<file path="config.mk">
export PLATFORM = sky130hd
export DESIGN_NAME = imem_boot_loader_flat
export DESIGN_NICKNAME = d
export VERILOG_FILES = /design/src/rtl/imem_boot_loader_if.sv /design/src/rtl/imem_boot_loader.sv /design/src/flat_wrapper.sv
export SDC_FILE = /design/constraint.sdc
export NUM_CORES = 1
export LEC_CHECK = 0
export CAP_MARGIN = 15
export CORE_ASPECT_RATIO = 0.75
export CORE_MARGIN = 2
export CORE_UTILIZATION = 52
export DETAILED_ROUTE_END_ITERATION = 10
export PLACE_DENSITY = 0.8
export SYNTH_ARGS = -nofsm -noshare
export SYNTH_HDL_FRONTEND = slang
export SYNTH_SLANG_ARGS = --single-unit
</file>
<file path="constraint.sdc">
create_clock -name clk -period 4.25 [get_ports clk]
set_clock_uncertainty 0.2 [all_clocks]
set_input_delay 1.275 -clock clk [delete_from_list [all_inputs] [get_ports clk]]
set_output_delay 1.275 -clock clk [all_outputs]
set_load 0.1 [all_outputs]
</file>
<file path="src/rtl/imem_boot_loader_if.sv">
// Byte-stream handshake between the boot image source and the instruction-memory loader.
// The source drives valid/data; the loader answers with ready.
interface imem_boot_loader_if;
    logic       rx_valid;
    logic [7:0] rx_data;
    logic       rx_ready;

    modport master (output rx_valid, output rx_data, input rx_ready);
    modport slave  (input rx_valid, input rx_data, output rx_ready);
endinterface

</file>
<file path="src/rtl/imem_boot_loader.sv">
// Boot loader for the MIPS instruction memory: receives a length-prefixed little-endian byte
// image, writes it word by word from address 0, then releases the core and hands over addressing to pc.
module imem_boot_loader #(
    parameter int Nloc  = 32,
    parameter int Abits = $clog2(Nloc)
) (
    input  logic                 clk,
    input  logic                 reset_n,
    imem_boot_loader_if.slave    rx,
    input  logic                 load_req,
    input  logic [29:0]          pc,
    output logic [Abits-1:0]     mem_addr,
    output logic                 mem_we,
    output logic [31:0]          mem_wdata,
    output logic                 cpu_run,
    output logic                 done,
    output logic                 err,
    output logic [15:0]          words_loaded
);

    typedef enum logic [2:0] {
        CNT_LO,
        CNT_HI,
        DATA,
        FLUSH,
        RUN,
        ERR
    } state_t;

    localparam logic [15:0] NLOC16 = 16'(Nloc);

    state_t      state, state_nx;
    logic [15:0] count;
    logic [1:0]  byte_idx;
    logic [15:0] word_idx;
    logic [23:0] asm_buf;
    logic [31:0] wr_data;
    logic        wr_pend;
    logic        accept;
    logic [15:0] n_full;
    logic        pc_unused;

    assign accept    = rx.rx_valid && rx.rx_ready;
    assign n_full    = {rx.rx_data, count[7:0]};
    assign pc_unused = ^pc[29:Abits];

    always_ff @(posedge clk or negedge reset_n) begin
        if (!reset_n) begin
            state <= CNT_LO;
        end else begin
            state <= state_nx;
        end
    end

    always_comb begin
        state_nx = state;
        case (state)
            CNT_LO: if (accept) state_nx = CNT_HI;
            CNT_HI: begin
                if (accept) begin
                    if (n_full == 16'd0)        state_nx = RUN;
                    else if (n_full > NLOC16)   state_nx = ERR;
                    else                        state_nx = DATA;
                end
            end
            DATA: begin
                if (accept && byte_idx == 2'd3 && word_idx == count - 16'd1)
                    state_nx = FLUSH;
            end
            FLUSH:    state_nx = RUN;
            RUN, ERR: if (load_req) state_nx = CNT_LO;
            default:  state_nx = CNT_LO;
        endcase
    end

    // The write of a completed word overlaps reception of the next word's bytes;
    // the last word's write happens in FLUSH through the same pending flag.
    always_ff @(posedge clk or negedge reset_n) begin
        if (!reset_n) begin
            count        <= '0;
            byte_idx     <= '0;
            word_idx     <= '0;
            words_loaded <= '0;
            asm_buf      <= '0;
            wr_data      <= '0;
            wr_pend      <= 1'b0;
        end else begin
            if (wr_pend) begin
                wr_pend      <= 1'b0;
                word_idx     <= word_idx + 16'd1;
                words_loaded <= words_loaded + 16'd1;
            end
            case (state)
                CNT_LO: if (accept) count[7:0] <= rx.rx_data;
                CNT_HI: begin
                    if (accept) begin
                        count[15:8] <= rx.rx_data;
                        byte_idx    <= '0;
                        word_idx    <= '0;
                    end
                end
                DATA: begin
                    if (accept) begin
                        byte_idx <= byte_idx + 2'd1;
                        if (byte_idx == 2'd3) begin
                            wr_data <= {rx.rx_data, asm_buf};
                            wr_pend <= 1'b1;
                        end else begin
                            asm_buf <= {rx.rx_data, asm_buf[23:8]};
                        end
                    end
                end
                RUN, ERR: begin
                    if (load_req) begin
                        words_loaded <= '0;
                        word_idx     <= '0;
                        byte_idx     <= '0;
                    end
                end
                default: ;
            endcase
        end
    end

    always_comb begin
        rx.rx_ready = (state == CNT_LO) || (state == CNT_HI) || (state == DATA);
        cpu_run     = (state == RUN);
        done        = (state == RUN);
        err         = (state == ERR);
        mem_we      = wr_pend;
        mem_wdata   = wr_data;
        mem_addr    = (state == RUN) ? pc[Abits-1:0] : word_idx[Abits-1:0];
    end

endmodule
</file>
<file path="src/flat_wrapper.sv">
// flat-port wrapper written by rule: the top's interface ports become plain ports
module imem_boot_loader_flat 
#(
    parameter int Nloc  = 32,
    parameter int Abits = $clog2(Nloc)
)
  (clk, reset_n, load_req, pc, mem_addr, mem_we, mem_wdata, cpu_run, done, err, words_loaded, rx_rx_valid, rx_rx_data, rx_rx_ready);
  imem_boot_loader_if rx_i ();
  input  logic clk;
  input  logic reset_n;
  input  logic load_req;
  input  logic [29:0] pc;
  output logic [Abits-1:0] mem_addr;
  output logic mem_we;
  output logic [31:0] mem_wdata;
  output logic cpu_run;
  output logic done;
  output logic err;
  output logic [15:0] words_loaded;
  input wire logic [$bits(rx_i.rx_valid)-1:0] rx_rx_valid;
  input wire logic [$bits(rx_i.rx_data)-1:0] rx_rx_data;
  output wire logic [$bits(rx_i.rx_ready)-1:0] rx_rx_ready;
  assign rx_i.rx_valid = rx_rx_valid;
  assign rx_i.rx_data = rx_rx_data;
  assign rx_rx_ready = rx_i.rx_ready;
  imem_boot_loader #(.Nloc(Nloc), .Abits(Abits)) u_core (.clk(clk), .reset_n(reset_n), .rx(rx_i), .load_req(load_req), .pc(pc), .mem_addr(mem_addr), .mem_we(mem_we), .mem_wdata(mem_wdata), .cpu_run(cpu_run), .done(done), .err(err), .words_loaded(words_loaded));
endmodule
</file>
# --- Yosys cells after proc, flatten, opt, wreduce, memory -nomap -nowiden ---
# Index checks and enable logic that the tools add are counted.
word_totals:
  register_bits: 110
  inputBits: 42
  out_inout_bits: 58
  word_cells: 64
classes:
  addsub: 4
  order_cmp: 1
  eq_ne: 12
  n_mux: 22
  bitwise: 1
  n_reduce_logical: 15
op_table:
  columns: ["operator", "n"]
  rows:
  - ["16-bit two-way mux", 6]
  - ["16-bit by 1-bit adder with 16-bit output (second input constant)", 2]
  - ["16-bit one-hot mux with 2 select lines", 1]
  - ["3-bit two-way mux", 6]
  - ["16-bit equality test", 1]
  - ["16-bit by 6-bit > comparator with 1-bit output (second input constant)", 1]
  - ["16-bit logical NOT", 1]
  - ["16-bit by 1-bit subtractor with 16-bit output (second input constant)", 1]
  - ["3-bit one-hot mux with 5 select lines", 1]
  - ["2-bit by 1-bit != test with 1-bit output (second input constant)", 4]
  - ["4-bit AND reduction", 2]
  - ["3-bit by 2-bit equality test with 1-bit output (second input constant)", 2]
  - ["3-bit equality test (second input constant)", 2]
  - ["2-bit two-way mux", 3]
  - ["2-bit one-hot mux with 3 select lines", 1]
  - ["3-bit AND reduction", 2]
  - ["5-bit two-way mux", 1]
  - ["2-bit AND reduction", 2]
  - ["3-bit by 1-bit equality test with 1-bit output (second input constant)", 1]
  - ["1-bit logical AND", 3]
  - ["3-bit logical NOT", 1]
  - ["1-bit two-way mux", 3]
  - ["3-bit nonzero test", 1]
  - ["2-bit by 1-bit adder with 2-bit output (second input constant)", 1]
  - ["5 further kinds", 6]

# --- Longest topological paths before layout ---
logic_depth:
  word_depth: 8
  mapped_depth: 9

# --- Worst setup path after synthesis ---
# No wires, ideal clock.
synth_path:
  kind: "reg2out"
  start: "reg u_core.state[1]"
  end: "out mem_addr[0]"
  arrival_ns: 3.050
  required_ns: 2.775
  setup_slack_ns: -0.275
  path_stages_with_launch: 5
  path_buffers: 1
  cell_sequence: "dfrtp_1 > clkbuf_1 > nand2b_1 > nor2_1 > mux2_2"
synth_via:
  elab_chain_len: 2
synth_lines:
  columns: ["element", "line", "text"]
  rows:
  - ["start, declared", "imem_boot_loader.sv:32", "state_t state, state_nx;"]
  - ["start signal, assigned", "imem_boot_loader.sv:51", "state <= state_nx;"]
  - ["3-bit equality test", null, null]
  - ["net cpu_run", "flat_wrapper.sv:16", "output logic cpu_run;"]
  - ["5-bit two-way mux", "imem_boot_loader.sv:132", "mem_addr = (state == RUN) ? pc[Abits-1:0] : word_idx[Abits-1:0];"]
  - ["end, declared", "flat_wrapper.sv:13", "output logic [Abits-1:0] mem_addr;"]
# The timed path passes the listed nets, and every way through them passes these cells.

# --- Final worst setup path ---
layout_path:
  start: "in pc[4]"
  end: "out mem_addr[4]"
layout_via:
  elab_chain_len: 1
layout_lines:
  columns: ["element", "line", "text"]
  rows:
  - ["start, declared", "flat_wrapper.sv:12", "input logic [29:0] pc;"]
  - ["5-bit two-way mux", "imem_boot_loader.sv:132", null]
# Every way passes these cells.

==> metrics.log <==
INFO  metric synth_flop_cell = sky130_fd_sc_hd__dfrtp_1
INFO  metric io_buffer_count = 74
INFO  metric wire_per_inst = 16.4 um
INFO  metric timing.hold.worst_path_depth = 1
INFO  metric cts_buffers = 9
INFO  metric die-area = about 11000 um^2
INFO  metric synth.avg_cell_area = 11.6 um^2
INFO  metric layoutNonFillerInstCount = 653
INFO  metric avgViaCountPerCell = between 5 and 6
INFO  metric clkTransAtPathRegs = about 0.06 ns
INFO  metric grt_remaining_overflow = 0
INFO  metric starting_utilization_of_the_core_area = 0.536
INFO  metric drc = 0
INFO  metric placed_cell_count = 640
INFO  metric number_of_cell_rows = 31
INFO  metric postSynthRegisterBits = 110
INFO  metric yosysWarnings = 0
INFO  metric global_route.usage.total = 0.209
INFO  metric yosys.cell_types.count = 46
INFO  metric worstMarginPinSlew = between 1 and 1.5 ns
INFO  metric netlist.top_cell.by_area = sky130_fd_sc_hd__dfrtp_1
INFO  metric tightest_slew_margin_relative_to_the_limit = 0.329
INFO  metric cp.required = 2.77 ns
INFO  metric synth_nets = 492
INFO  metric io_pins = 100
INFO  metric grt_max_degree = 54
INFO  metric clock-sinks = 110
INFO  metric synth-async-reset-ratio = 1.00
INFO  metric cts_tree = built
INFO  metric post_route_setup_tns = 0 ns
INFO  metric dr_total_vias = 3681
INFO  metric cts-root-buf = sky130_fd_sc_hd__clkbuf_16
INFO  metric post_route_cells_drive_above_1_share = 0.234
INFO  metric hpwl_after_detailed_placement = roughly 7.7 mm
INFO  metric synth.cell_area = between 5000 and 6000 um^2
INFO  metric synth_most_common_cell = sky130_fd_sc_hd__dfrtp_1
INFO  metric cts-htree-levels = 3
INFO  metric postSynthCellCount = roughly 450
INFO  metric grt_first_pass_wirelength = 18.1 mm
INFO  metric totalWireLength = 10.7 mm
INFO  metric postCtsSetupBuffers = 0
INFO  metric final_nets = 565
INFO  metric worstRegToRegCells = 8
INFO  metric antenna_found_initial = 0
INFO  metric register_to_register_setup_slack = 1.01 ns
INFO  metric leakagePower = 2.85 nW
INFO  metric min_period = roughly 3.6 ns
INFO  metric vdd_ir_drop_max = 0.298 mV
INFO  metric path_class = in2out
INFO  metric vias_in_the_first_global_route = 3617
INFO  metric final_min_period_over_clock_period = 0.851
INFO  metric detail_route_antenna_nets = 0
INFO  metric crit_path_max_fanout = 1
INFO  metric run_status = finished clean
INFO  metric clk_path_buf_depth = 2
INFO  metric grt_setup_unrepaired = no
INFO  metric fp.dieH = 90.4 um
INFO  metric ys_top_cells_by_count = sky130_fd_sc_hd__dfrtp_1 (110), sky130_fd_sc_hd__mux2_2 (76), sky130_fd_sc_hd__nor2_1 (41)
INFO  metric die_width = 119 um
INFO  metric fmax = between 200 and 300 MHz
INFO  metric post_synth_top_area_share = 0.532
INFO  metric syn_to_final_growth = 22.8%
INFO  metric setup_viol = 0
INFO  metric proportion_of_synthesized_chip_area_in_sequential_cells = 0.532
INFO  metric cap_violations = 0
INFO  metric end_kind = primary output
INFO  metric whs = 0.302 ns
INFO  metric finalMaxSlewViolations = 0
INFO  metric antenna_cells_inserted = 0
INFO  metric synth.area.top_cells = sky130_fd_sc_hd__dfrtp_1 (53%), sky130_fd_sc_hd__mux2_2 (17%), sky130_fd_sc_hd__xor2_1 (4.6%)
INFO  metric drt_iter0_markers = around 270
INFO  metric critical_path_launch_point_type = input port
INFO  metric worst_skew_pair.late_latency = 0.34 ns
INFO  metric synth_enable_flop_cells = 0
INFO  metric drtPass1Iterations = 4
INFO  metric hold_path.class = reg2reg
INFO  metric power.density = between 500 and 600 nW/um^2
INFO  metric holdBufCountCts = 0
INFO  metric postCtsResizedCells = 0
INFO  metric final_hold_viol_count = 0
INFO  metric core = 9660 um^2
INFO  metric cp_data_arrival_time = 2.14 ns
INFO  metric rd_place_congestion = 0.862
## layer usage
layer  vias up  wire length [um]  global-route usage
met5         -                 0                   0
met1      1852              4790               0.290
met3        11               574              0.0511
met4         0               135              0.0526
li1       1726                 -                   -
met2        92              5220               0.334
## cell families after synthesis
group                    synth area share
adder cells (fa/ha/maj)           0.00968
buffers and inverters              0.0242
flip-flops                          0.532
AND/OR/NAND/NOR                     0.132
multiplexers                        0.171
XOR/XNOR                           0.0762
AO/OA/AOI/OAI                      0.0547
## final timing paths
check,end,startpoint
min in group asynchronous,u_core.words_loaded[10]$_DFF_PN0_,reset_n
hold / removal,u_core.mem_wdata[2]$_DFFE_PN0P_,u_core.asm_buf[2]$_DFFE_PN0P_
setup / recovery,mem_addr[4],pc[4]
setup reg to reg,u_core.state[0]$_DFFE_PN0P_,u_core.count[0]$_DFFE_PN0P_
hold reg to reg,u_core.mem_wdata[2]$_DFFE_PN0P_,u_core.asm_buf[2]$_DFFE_PN0P_
max in group asynchronous,u_core.mem_wdata[10]$_DFFE_PN0P_,reset_n
## cell usage in the layout, fill, tap and decap left out, types with 4 or more instances in the layout
master / n
sky130_fd_sc_hd__or3_1: 8
sky130_fd_sc_hd__ha_1: 4
sky130_fd_sc_hd__nor3_1: 10
sky130_fd_sc_hd__clkdlybuf4s50_1: 55
sky130_fd_sc_hd__a21oi_1: 11
sky130_fd_sc_hd__nor2_1: 40
sky130_fd_sc_hd__nand2_1: 24
sky130_fd_sc_hd__xnor2_1: 18
sky130_fd_sc_hd__nand4_1: 9
sky130_fd_sc_hd__mux2_2: 76
sky130_fd_sc_hd__dfrtp_1: 110
sky130_fd_sc_hd__clkbuf_16: 9
sky130_fd_sc_hd__xor2_1: 27
sky130_fd_sc_hd__buf_4: 22
sky130_fd_sc_hd__inv_1: 8
sky130_fd_sc_hd__buf_12: 5
sky130_fd_sc_hd__o21ai_0: 16
sky130_fd_sc_hd__nand3_1: 15
sky130_fd_sc_hd__and3_1: 4
sky130_fd_sc_hd__nor4_1: 8
sky130_fd_sc_hd__or4_1: 5
## area by class of cell
class	count	area [um^2]
timing repair buffer	82	816
clock inverter	3	47.5
clock buffer	10	239
tap	132	165
inverter	8	30.0
fill	713	3310
sequential	110	2750
multi-input combinational	308	2300
## where the power goes
| part | total, mW | internal [mW] | switching, mW |
|---|---|---|---|
| combinational | 1.02 | 0.440 | 0.583 |
| clock | 0.816 | 0.465 | 0.351 |
| sequential | 1.46 | 1.22 | 0.234 |
| total | 3.30 | 2.13 | 1.17 |
## per-stage QoR
step | total power, mW | worst slack, ns | utilization | instance area [um^2]
detailed placement | 2.49 | 0.567 | 0.628 | 6070
CTS | 3.31 | 0.630 | 0.658 | 6350
global placement | 2.45 | 0.636 | 0.628 | 6070
global route | 3.47 | 0.609 | 0.658 | 6350
floorplan | 2.21 | 0.353 | - | 5170
finish | 3.30 | 0.634 | 0.658 | 6350
## critical path, stage by stage
cell and delay (ns):
sky130_fd_sc_hd__clkdlybuf4s50_1 0.40, sky130_fd_sc_hd__mux2_2 0.29, sky130_fd_sc_hd__buf_12 0.17
## flip-flops by register name, indices dropped and copies added (netlist names)
name	flops
u_core.mem_wdata	32
u_core.asm_buf	24
u_core.count	16
u_core.word_idx	16
u_core.words_loaded	16
u_core.state	3
u_core.byte_idx	2
u_core.mem_we	1
Note: power is estimated with default switching activity, not from simulation.
